===== config.mk =====
export PLATFORM = sky130hd
export DESIGN_NAME = dmem_arbiter
export DESIGN_NICKNAME = d
export VERILOG_FILES = /design/src/rtl/dmem_arbiter.sv
export SDC_FILE = /design/constraint.sdc
export NUM_CORES = 1
export LEC_CHECK = 0
export BUFFER_PORTS_ARGS = -buffer_cell sky130_fd_sc_hd__buf_2
export CORE_AREA = 8 8 118 120
export CTS_CLUSTER_SIZE = 16
export DETAILED_ROUTE_END_ITERATION = 6
export DIE_AREA = 0 0 126 128
export GPL_ROUTABILITY_DRIVEN = 0
export SLEW_MARGIN = 0
export SYNTH_ARGS = -nofsm -noshare
export SYNTH_HDL_FRONTEND = slang
export SYNTH_SLANG_ARGS = --single-unit

===== constraint.sdc =====
create_clock -name clk -period 4.1 [get_ports clk]
set_clock_uncertainty 0.05 [all_clocks]
set_input_delay 0.82 -clock clk [delete_from_list [all_inputs] [get_ports clk]]
set_output_delay 0.82 -clock clk [all_outputs]
set_load 0.05 [all_outputs]

===== src/rtl/dmem_arbiter.sv =====
// dmem_arbiter: shares the data-memory port between the CPU MEM stage and a DMA/debug loader,
// CPU-first with a starvation override, returning a registered one-cycle response to the winner.
module dmem_arbiter #(
    parameter int STARVE_LIMIT = 4,
    parameter int CNT_W        = 4
) (
    input  logic        clk,
    input  logic        rst,
    input  logic        cpu_req_valid,
    output logic        cpu_req_ready,
    input  logic        cpu_rw,
    input  logic [2:0]  cpu_funct3,
    input  logic [31:0] cpu_addr,
    input  logic [31:0] cpu_wdata,
    output logic        cpu_rsp_valid,
    output logic [31:0] cpu_rsp_rdata,
    output logic        cpu_rsp_exc,
    output logic [3:0]  cpu_rsp_exc_code,
    input  logic        dma_req_valid,
    output logic        dma_req_ready,
    input  logic        dma_rw,
    input  logic [2:0]  dma_funct3,
    input  logic [31:0] dma_addr,
    input  logic [31:0] dma_wdata,
    output logic        dma_rsp_valid,
    output logic [31:0] dma_rsp_rdata,
    output logic        dma_rsp_exc,
    output logic [3:0]  dma_rsp_exc_code,
    output logic        mem_rw,
    output logic [2:0]  mem_funct3,
    output logic [31:0] mem_address,
    output logic [31:0] mem_wdata,
    input  logic [31:0] mem_rdata,
    input  logic        mem_exception
);
    localparam logic [CNT_W-1:0] LIMIT = CNT_W'(STARVE_LIMIT);

    logic             gnt_cpu;
    logic             gnt_dma;
    logic             g_rw;
    logic [31:0]      load_data;
    logic [CNT_W-1:0] starve_cnt;
    logic             last_grant;

    // rst gates the grant so nothing is accepted or written while reset is asserted
    always_comb begin
        gnt_dma     = !rst && dma_req_valid && (!cpu_req_valid || starve_cnt == LIMIT);
        gnt_cpu     = !rst && cpu_req_valid && !gnt_dma;
        g_rw        = gnt_dma ? dma_rw : (gnt_cpu && cpu_rw);
        mem_rw      = g_rw && !mem_exception;
        mem_funct3  = gnt_dma ? dma_funct3 : gnt_cpu ? cpu_funct3 : 3'b000;
        mem_address = gnt_dma ? dma_addr   : gnt_cpu ? cpu_addr   : 32'h0;
        mem_wdata   = gnt_dma ? dma_wdata  : gnt_cpu ? cpu_wdata  : 32'h0;
        load_data   = (!g_rw && !mem_exception) ? mem_rdata : 32'h0;
    end

    assign cpu_req_ready = gnt_cpu;
    assign dma_req_ready = gnt_dma;

    always_ff @(posedge clk or posedge rst) begin
        if (rst) begin
            cpu_rsp_valid    <= 1'b0;
            cpu_rsp_rdata    <= 32'h0;
            cpu_rsp_exc      <= 1'b0;
            cpu_rsp_exc_code <= 4'h0;
            dma_rsp_valid    <= 1'b0;
            dma_rsp_rdata    <= 32'h0;
            dma_rsp_exc      <= 1'b0;
            dma_rsp_exc_code <= 4'h0;
            starve_cnt       <= '0;
            last_grant       <= 1'b0;
        end else begin
            cpu_rsp_valid    <= gnt_cpu;
            cpu_rsp_rdata    <= gnt_cpu ? load_data : 32'h0;
            cpu_rsp_exc      <= gnt_cpu && mem_exception;
            cpu_rsp_exc_code <= {3'b000, gnt_cpu && cpu_rw};
            dma_rsp_valid    <= gnt_dma;
            dma_rsp_rdata    <= gnt_dma ? load_data : 32'h0;
            dma_rsp_exc      <= gnt_dma && mem_exception;
            dma_rsp_exc_code <= {3'b000, gnt_dma && dma_rw};
            starve_cnt       <= (gnt_cpu && dma_req_valid) ?
                                ((starve_cnt == LIMIT) ? starve_cnt : starve_cnt + 1'b1) : '0;
            if (gnt_cpu || gnt_dma)
                last_grant <= gnt_dma;
        end
    end
endmodule


==> impl_metrics.json, run 1 <==
{
  "outcome": "completed",
  "die_area_mm2": 0.0161,
  "synth.distinct_cells": 24,
  "grt_util_all_layers_pct": 16.1,
  "layout.nets": 744,
  "die_x_um": 126,
  "cts_hold_buf": 0,
  "hpwl_um": 11400,
  "grt.overflow.total": 0,
  "syn_to_final_growth_pct": 59.3,
  "grt_first_pass_wirelength_um": 20400,
  "clk_latency_ns": 0.31,
  "start_kind": "flip-flop",
  "drt_iter0_drc": 216,
  "leakagePower_nw": 3.26,
  "postCtsSetupRepairBufs": 0,
  "diodes": 0,
  "critPathMaxStageDelay_ns": 0.59,
  "cp_max_fo": 73,
  "antenna_found_initial": 0,
  "synth_cells": 268,
  "finalSetupTns_ns": 0,
  "htreeDepth": 3,
  "ios": 319,
  "vdd_drop_max_mv": 0.185,
  "tritoncts": "done",
  "rsz0062_at_grt": "no",
  "port_buffers": 312,
  "tightestPinTransition_ns": 1.16,
  "num_rows": 41,
  "cp-end-kind": "output port",
  "avgViaCountPerCell": 4.62,
  "drive_above_1_share_pct": 58.8,
  "synth.ff_latch_count": 74,
  "swShare_pct": 30.3,
  "drv_slew": 0,
  "comb_power_share_pct": 22.0,
  "internal_power_mw": 1.40,
  "setup_viol": 0,
  "yosysWarnings": 0,
  "cts_resized": 0,
  "period_share_pct": 84.8,
  "cts_root_buf": "clkbuf_16",
  "vias": 3341,
  "final_hold_viol_count": 0,
  "seq_area_frac_synth_pct": 57.1,
  "slowest_stage": "buf_4",
  "utilization_pct": 42.3,
  "clkPwrFrac_pct": 41.1,
  "grt_max_degree": 74,
  "drv_cap": 0,
  "clk_pin_slew_ns": 0.06,
  "start_util_pct": 26.6,
  "cts_sinks": 74,
  "worst-endpoint-required_ns": 3.23,
  "power.density_mw_per_mm2": 389,
  "hold_path.class": "reg -> reg",
  "slew_headroom_pct": 22.5,
  "wirelength_um": 14000,
  "antenna_left": 0,
  "grt_pass1_vias": 3711,
  "p_seq_share_pct": 37.0,
  "switchingPower_mw": 0.610,
  "cts_buffers": 9,
  "postSynthAreaPerCell_um2": 12.1,
  "worstPathCellList": "inv_1, ha_1, nand3b_1, a21oi_4, buf_4, a22o_1, buf_2",
  "crit_type": "reg -> out",
  "core_mm2": 0.0122,
  "cts.path.max_buffers": 2,
  "arrival_ns": 2.61,
  "synth_area_mm2": 0.00325,
  "dieHeight_um": 128,
  "min_period_ns": 3.48,
  "drc": 0,
  "wl_per_cell_um": 19.3,
  "first_pass_iters": 4,
  "max_freq_mhz": 288
}
-- synthesized netlist by cell type (all sizes together) --
library cell	n	area [um2]
nand4b	1	15.0
and2	35	221
nand2b	1	6.26
xnor2	2	17.5
nand3b	1	7.51
and2b	1	7.51
and3	35	219
clkbuf	8	31.3
a21oi	1	8.76
nand3	2	10.0
ha	2	25.0
dfrtp	74	1850
inv	6	22.5
a31o	1	8.76
buf	23	169
a22o	67	587
nor2	5	18.8
a2111oi	1	8.76
nor2b	1	6.26
conb	1	3.75
-- sequential cells by signal, indices dropped and copies added (netlist names) --
| signal | count |
|---|---|
| cpu_rsp_exc | 1 |
| cpu_rsp_exc_code | 1 |
| cpu_rsp_rdata | 32 |
| cpu_rsp_valid | 1 |
| dma_rsp_exc | 1 |
| dma_rsp_exc_code | 1 |
| dma_rsp_rdata | 32 |
| dma_rsp_valid | 1 |
| starve_cnt | 4 |
-- power groups by stage --
stage / registers, mW / clock network (mW) / logic [mW]
finish: 0.744 / 0.826 / 0.442
CTS: 0.744 / 0.848 / 0.443
global placement: 0.757 / 0 / 0.439
floorplan: 0.794 / 0 / 0.253
global route: 0.745 / 0.879 / 0.467
detailed placement: 0.757 / 0 / 0.442
-- stage by stage --
stage / power [mW] / cell area [um2] / std cells / hold slack (ns) / setup slack (ns)
final: 2.01 / 5170 / 723 / 0.446 / 0.624
after global routing: 2.09 / 5170 / 723 / 0.498 / 0.447
after CTS: 2.03 / 5170 / 723 / 0.452 / 0.645
after detailed placement: 1.20 / 4850 / 708 / 0.439 / 0.776
after global placement: 1.20 / 4850 / 708 / 0.426 / 0.849
after floorplan: 1.05 / 3260 / 273 / 0.403 / 1.13
-- layer usage --
metal / global-route usage [%] / vias up / wire, um
met3: 7.74 / 12 / 1570
met4: 4.53 / 0 / 164
li1: - / 1549 / -
met1: 19.3 / 1601 / 5670
met5: 0 / - / 0
met2: 25.3 / 179 / 6570
-- cells in the final DEF (no fill, tap or decap), drive strengths merged, types with 2 or more instances in the layout --
| cell | instances |
|---|---|
| clkinv | 2 |
| dfrtp | 74 |
| nand3 | 2 |
| clkbuf | 9 |
| and3 | 35 |
| a22o | 67 |
| conb | 6 |
| inv | 7 |
| buf | 316 |
| bufinv | 2 |
| nor2 | 5 |
| and2 | 35 |
| xnor2 | 2 |
| ha | 2 |
-- path summary, 6_finish.rpt --
check                                                from                     endpoint  slack, ns  depth (start not counted)
worst min register to register  starve_cnt[0]$_DFFE_PP0P_    starve_cnt[0]$_DFFE_PP0P_       0.45                          1
worst max register to register  starve_cnt[0]$_DFFE_PP0P_   dma_rsp_rdata[4]$_DFF_PP0_       2.03                          6
min in group asynchronous                             rst  cpu_rsp_rdata[31]$_DFF_PP0_       0.47                          2
worst min-delay path            starve_cnt[0]$_DFFE_PP0P_    starve_cnt[0]$_DFFE_PP0P_       0.45                          1
max in group asynchronous                             rst  cpu_rsp_rdata[10]$_DFF_PP0_       2.80                          3
worst max-delay path            starve_cnt[0]$_DFFE_PP0P_                mem_funct3[0]       0.62                          7
-- cell type report --
cell class | count | area, um2
clock buffers | 9 | 225
clock inverters | 6 | 90.1
fillers | 1196 | 7040
inverters | 6 | 22.5
multi-input cells | 162 | 1200
flip-flops and latches | 74 | 1850
well taps | 150 | 188
repair buffers | 316 | 1590
-- cell families after synthesis --
logic type / synth area share (%)
xor gates and xnor gates: 0.540
buffers and inverters: 6.86
AOI/OAI and AO/OA: 18.9
adders and majority gates: 0.771
and+or+nand+nor: 15.8
DFF: 57.1
other: 0.116
-- worst max-delay path: cells and delay by family, from the launching register on --
kind | cells | cell delay [ns]
buffers and inverters | 3 | 0.95
AOI/OAI and AO/OA | 2 | 0.52
DFF | 1 | 0.41
adders and majority gates | 1 | 0.19
and+or+nand+nor | 1 | 0.18
(Power assumes the default switching activity.)
==> run 2: changes to the inputs <==
Settings changed: PLACE_DENSITY set to 0.66.
Clock period 4.1 ns to 3.1 ns, I/O delays scaled along.
==> run 2 against run 1 <==
Against the previous run:
- global-route usage is 0.39 points higher
- wire length is 1.0% lower
- largest cell class unchanged
- worst hold slack worse by 0.096 ns
- clock power is 31% higher
- register-to-register slack worse by 0.88 ns
- total power is 32% higher
==> impl_metrics.json, run 2 (synthesized netlist as in run 1, its figures left out) <==
{
  "cts_hold_buf": 0,
  "hold_path.class": "in -> async",
  "period_share_pct": 93.1,
  "leakagePower_nw": 3.29,
  "power.density_mw_per_mm2": 506,
  "grt_pass1_vias": 3717,
  "register_area_mm2": 0.00185,
  "clk_pin_slew_ns": 0.05,
  "slew_headroom_pct": 56.3,
  "cts_root_buf": "clkbuf_16",
  "core_mm2": 0.0122,
  "wirelength_um": 13800,
  "final_common_cell": "buf_2",
  "multiInputGateArea_mm2": 0.00120,
  "comb_power_share_pct": 22.2,
  "vdd_drop_max_mv": 0.219,
  "port_buffers": 312,
  "htreeDepth": 3,
  "outcome": "completed",
  "drv_slew": 0,
  "cp_max_fo": 63,
  "cts.path.max_buffers": 2,
  "tritoncts": "done",
  "p_seq_share_pct": 37.2,
  "max_freq_mhz": 347,
  "first_pass_iters": 4,
  "antenna_found_initial": 0,
  "final_cell_mix": "buf_2, dfrtp_1, a22o_1",
  "switchingPower_mw": 0.784,
  "vias": 3378,
  "dieHeight_um": 128,
  "wl_per_cell_um": 19.0,
  "holdWs_ns": 0.350,
  "arrival_ns": 2.21,
  "r2r_slack_ns": 1.15,
  "setup_viol": 0,
  "crit_type": "reg -> out",
  "layout.nets": 747,
  "reg_top3": "cpu_rsp_rdata x32, dma_rsp_rdata x32, starve_cnt x4",
  "clkPwrFrac_pct": 40.7,
  "min_period_ns": 2.88,
  "grt_util_all_layers_pct": 16.5,
  "clk_latency_ns": 0.32,
  "final_hold_viol_count": 0,
  "r2r-start": "starve_cnt[0]$_DFFE_PP0P_",
  "worst-endpoint-required_ns": 2.43,
  "grt.overflow.total": 0,
  "cts_sinks": 74,
  "cts_buffers": 9,
  "tightestPinTransition_ns": 0.655,
  "cts_resized": 0,
  "internal_power_mw": 1.86,
  "start_kind": "flip-flop",
  "drv_cap": 0,
  "antenna_left": 0,
  "hpwl_um": 11500,
  "num_rows": 41,
  "finalSetupTns_ns": 0,
  "drt_iter0_drc": 194,
  "drive_above_1_share_pct": 58.6,
  "drc": 0,
  "cp-end-kind": "output port",
  "grt_max_degree": 64,
  "setup.worst_path.start": "starve_cnt[0]$_DFFE_PP0P_",
  "fill_cells": 1174,
  "grt_first_pass_wirelength_um": 20800,
  "syn_to_final_growth_pct": 61.2,
  "start_util_pct": 26.6,
  "avgViaCountPerCell": 4.63,
  "rsz0062_at_grt": "no",
  "die_x_um": 126,
  "die_area_mm2": 0.0161,
  "swShare_pct": 29.6,
  "ios": 319,
  "postCtsSetupRepairBufs": 0
}
[run 2: cell types whose count changed in the layout (fill, tap and decap cells not counted), sizes merged]
| cell | before | now |
|---|---|---|
| inv | 7 | 6 |
| clkbuf | 9 | 12 |
| diode | 0 | 2 |
| buf | 316 | 319 |
| clkinv | 2 | 1 |
[run 2: critical path, stage by stage (launching register included)]
cell and delay, ns:
dfrtp_1 0.41, inv_1 0.08, ha_1 0.19, nand3b_1 0.18, a21oi_4 0.23, buf_12 0.26
a22o_1 0.21, buf_2 0.29
[run 2: worst paths after layout]
| path | endpoint | cells past startpoint |
|---|---|---|
| min | cpu_rsp_rdata[27]$_DFF_PP0_ | 2 |
| max reg2reg | dma_rsp_rdata[21]$_DFF_PP0_ | 7 |
| min reg2reg | starve_cnt[0]$_DFFE_PP0P_ | 1 |
| min in group clk | cpu_rsp_rdata[28]$_DFF_PP0_ | 2 |
| max | mem_wdata[9] | 7 |
| max in group asynchronous | cpu_rsp_rdata[10]$_DFF_PP0_ | 3 |
[run 2: layer usage]
layer	part of all wire [%]	vias to the layer above	GRT usage, %
li1	-	1561	-
met1	39	1621	19.4
met2	49	184	26.3
met3	9.9	12	7.49
met4	1.3	0	5.52
met5	0	-	0
[run 2: power groups by stage]
stage	clock (mW)	sequential (mW)	combinational (mW)
2_1_floorplan	0	1.05	0.335
3_3_place_gp	0	1.00	0.586
3_5_place_dp	0	1.00	0.591
4_1_cts	1.11	0.984	0.593
5_1_grt	1.15	0.985	0.624
6_report	1.08	0.985	0.587
[run 2: cell type report]
class	instances	share of cell area, %
tap	150	3.59
clock inverter	4	1.46
inverter	6	0.431
multi-input combinational	162	22.9
clock buffer	12	4.52
timing repair buffer	319	31.6
sequential	74	35.4
antenna	2	0.0957
[run 2: metrics by stage]
stage	power [mW]	setup WS [ns]	cell area, um2	cells	utilization (%)
global route	2.76	0.0658	5230	727	42.8
detailed placement	1.59	0.370	4910	711	40.2
floorplan	1.39	0.534	3260	273	-
finish	2.65	0.215	5230	729	42.8
global placement	1.59	0.408	4910	711	40.2
CTS	2.69	0.182	5230	727	42.8
==> run 3: changes to the inputs <==
Clock period 3.1 ns to 2.6 ns, I/O delays scaled along.
==> run 3 against run 2 <==
Against the previous run:
- the run now ends with setup timing left
- register-to-register slack lost 0.50 ns
- final cell count grew 1.4%
- global-route usage grew 0.20 points
- count of clock-buffer cells in the layout shrank 2
- total power grew 27%
- sequential cell count is the same
- wire length grew 9.2%
- die area is the same
- critical endpoint is now mem_address[28]
==> impl_metrics.json, run 3 (synthesized netlist as in run 1, its figures left out) <==
{
  "grt.met3_usage_pct": 7.90,
  "crit_type": "reg -> out",
  "grt_max_degree": 54,
  "hpwl_um": 11400,
  "die_x_um": 126,
  "outcome": "finished, violations left",
  "clk_pin_slew_ns": 0.06,
  "diodes": 0,
  "tritoncts": "done",
  "die_area_mm2": 0.0161,
  "power.density_mw_per_mm2": 570,
  "grt_util_all_layers_pct": 16.7,
  "ios": 319,
  "reg_top3": "cpu_rsp_rdata x32, dma_rsp_rdata x32, starve_cnt x4",
  "drv_slew": 0,
  "drt_iter0_drc": 220,
  "internal_power_mw": 2.36,
  "busiest_layer": "met2",
  "htreeDepth": 3,
  "vias": 3509,
  "cts.path.max_buffers": 2,
  "instances_no_fill": 739,
  "dp_cells": 715,
  "final_common_cell": "buf_2",
  "finalSetupTns_ns": -0.739,
  "drive_above_1_share_pct": 61.0,
  "min_period_ns": 2.67,
  "port_buffers": 312,
  "gr-usage-met1_pct": 18.7,
  "wirelength_um": 15100,
  "hold_path.class": "in -> async",
  "final_hold_viol_count": 0,
  "comb_power_share_pct": 24.9,
  "antenna_found_initial": 0,
  "drc": 0,
  "setup_viol": 47,
  "cts_sinks": 74,
  "vdd_drop_max_mv": 0.396,
  "rsz0062_at_grt": "yes",
  "num_rows": 41,
  "dieHeight_um": 128,
  "swShare_pct": 29.7,
  "start_kind": "flip-flop",
  "failed_checks": "setup timing",
  "cts_buffers": 9,
  "cts_hold_buf": 0,
  "antenna_left": 0,
  "grt_pass1_vias": 3770,
  "r2r_cells": 7,
  "drv_cap": 0,
  "clkPwrFrac_pct": 40.2,
  "arrival_ns": 2.10,
  "max_freq_mhz": 374,
  "worst-endpoint-required_ns": 2.03,
  "period_share_pct": 103,
  "core_mm2": 0.0122,
  "cp_max_fo": 15,
  "grt.overflow.total": 0,
  "holdWs_ns": 0.171,
  "clk_latency_ns": 0.32,
  "leakagePower_nw": 3.49,
  "cts_root_buf": "clkbuf_16",
  "layout.nets": 759,
  "syn_to_final_growth_pct": 81.5,
  "p_seq_share_pct": 34.9,
  "switchingPower_mw": 0.996,
  "use_met2_pct": 28.1,
  "avgViaCountPerCell": 4.75,
  "final_cell_mix": "buf_2, dfrtp_1, a22o_1",
  "start_util_pct": 26.6,
  "cp-end-kind": "output port",
  "first_pass_iters": 4,
  "grt_first_pass_wirelength_um": 21100,
  "wl_per_cell_um": 20.4,
  "fin_ws_ns": -0.0719
}
[run 3: cell count changes in the layout (fill, tap and decap cells not counted), moves of 2 or more]
cell       delta
buf_12        +6
clkbuf_1      -3
diode_2       -2
buf_6        +58
buf_2        -67
buf_4        +12
clkbuf_16     +2
a22o_4        +5
a22o_1        -5
[run 3: metal layers]
metal	wire length (um)	part of all wire, %	up-vias
li1	-	-	1581
met4	178	1.2	0
met2	7650	51	213
met5	0	0	-
met3	1720	11	15
met1	5570	37	1700
[run 3: final timing paths]
| kind | start | endpoint | slack, ns |
|---|---|---|---|
| min | rst | cpu_rsp_rdata[24]$_DFF_PP0_ | 0.17 |
| min reg2reg | starve_cnt[0]$_DFFE_PP0P_ | starve_cnt[0]$_DFFE_PP0P_ | 0.53 |
| max in group asynchronous | rst | cpu_rsp_rdata[7]$_DFF_PP0_ | 1.70 |
| max reg2reg | starve_cnt[0]$_DFFE_PP0P_ | dma_rsp_rdata[31]$_DFF_PP0_ | 0.65 |
| min in group clk | mem_rdata[3] | cpu_rsp_rdata[3]$_DFF_PP0_ | 0.36 |
| max | starve_cnt[0]$_DFFE_PP0P_ | mem_address[28] | -0.07 |
[run 3: cell type report]
cell class                      count  area, um2
Fill cell                        1129       6320
Timing Repair Buffer              331       2240
Sequential cell                    74       1850
Multi-Input combinational cell    162       1250
Clock buffer                       10        239
Tap cell                          150        188
Clock inverter                      6       97.6
Inverter                            6       22.5
[run 3: per-stage QoR]
step	util, %	area, um2	total power, mW	setup slack (ns)
finish	48.2	5890	3.36	-0.0719
global route	48.2	5890	3.49	-0.145
CTS	46.7	5700	3.36	-0.0476
detailed placement	41.1	5020	1.92	0.237
global placement	41.1	5020	1.91	0.285
floorplan	-	3260	1.65	0.148
[run 3: timing repair]
| action | in CTS | in global routing |
|---|---|---|
| setup buffers | 1 | 4 |
| pin swaps | 22 | 27 |
| cloned | 1 | 3 |
| gates resized for setup | 94 | 35 |
| endpoints found under the setup margin | 68 | 69 |
[run 3: critical path: stages, from the launching register on]
cell	delay, ns
dfrtp_1	0.40
inv_1	0.07
ha_2	0.18
nand3b_1	0.18
a21oi_4	0.26
buf_6	0.15
clkbuf_16	0.18
a22o_1	0.19
buf_6	0.17
[run 3: power groups by stage]
stage / sequential (mW) / clock (mW) / combinational, mW
2_1_floorplan: 1.25 / 0 / 0.399
3_3_place_gp: 1.19 / 0 / 0.719
3_5_place_dp: 1.19 / 0 / 0.724
4_1_cts: 1.17 / 1.38 / 0.799
5_1_grt: 1.17 / 1.44 / 0.878
6_report: 1.17 / 1.35 / 0.835
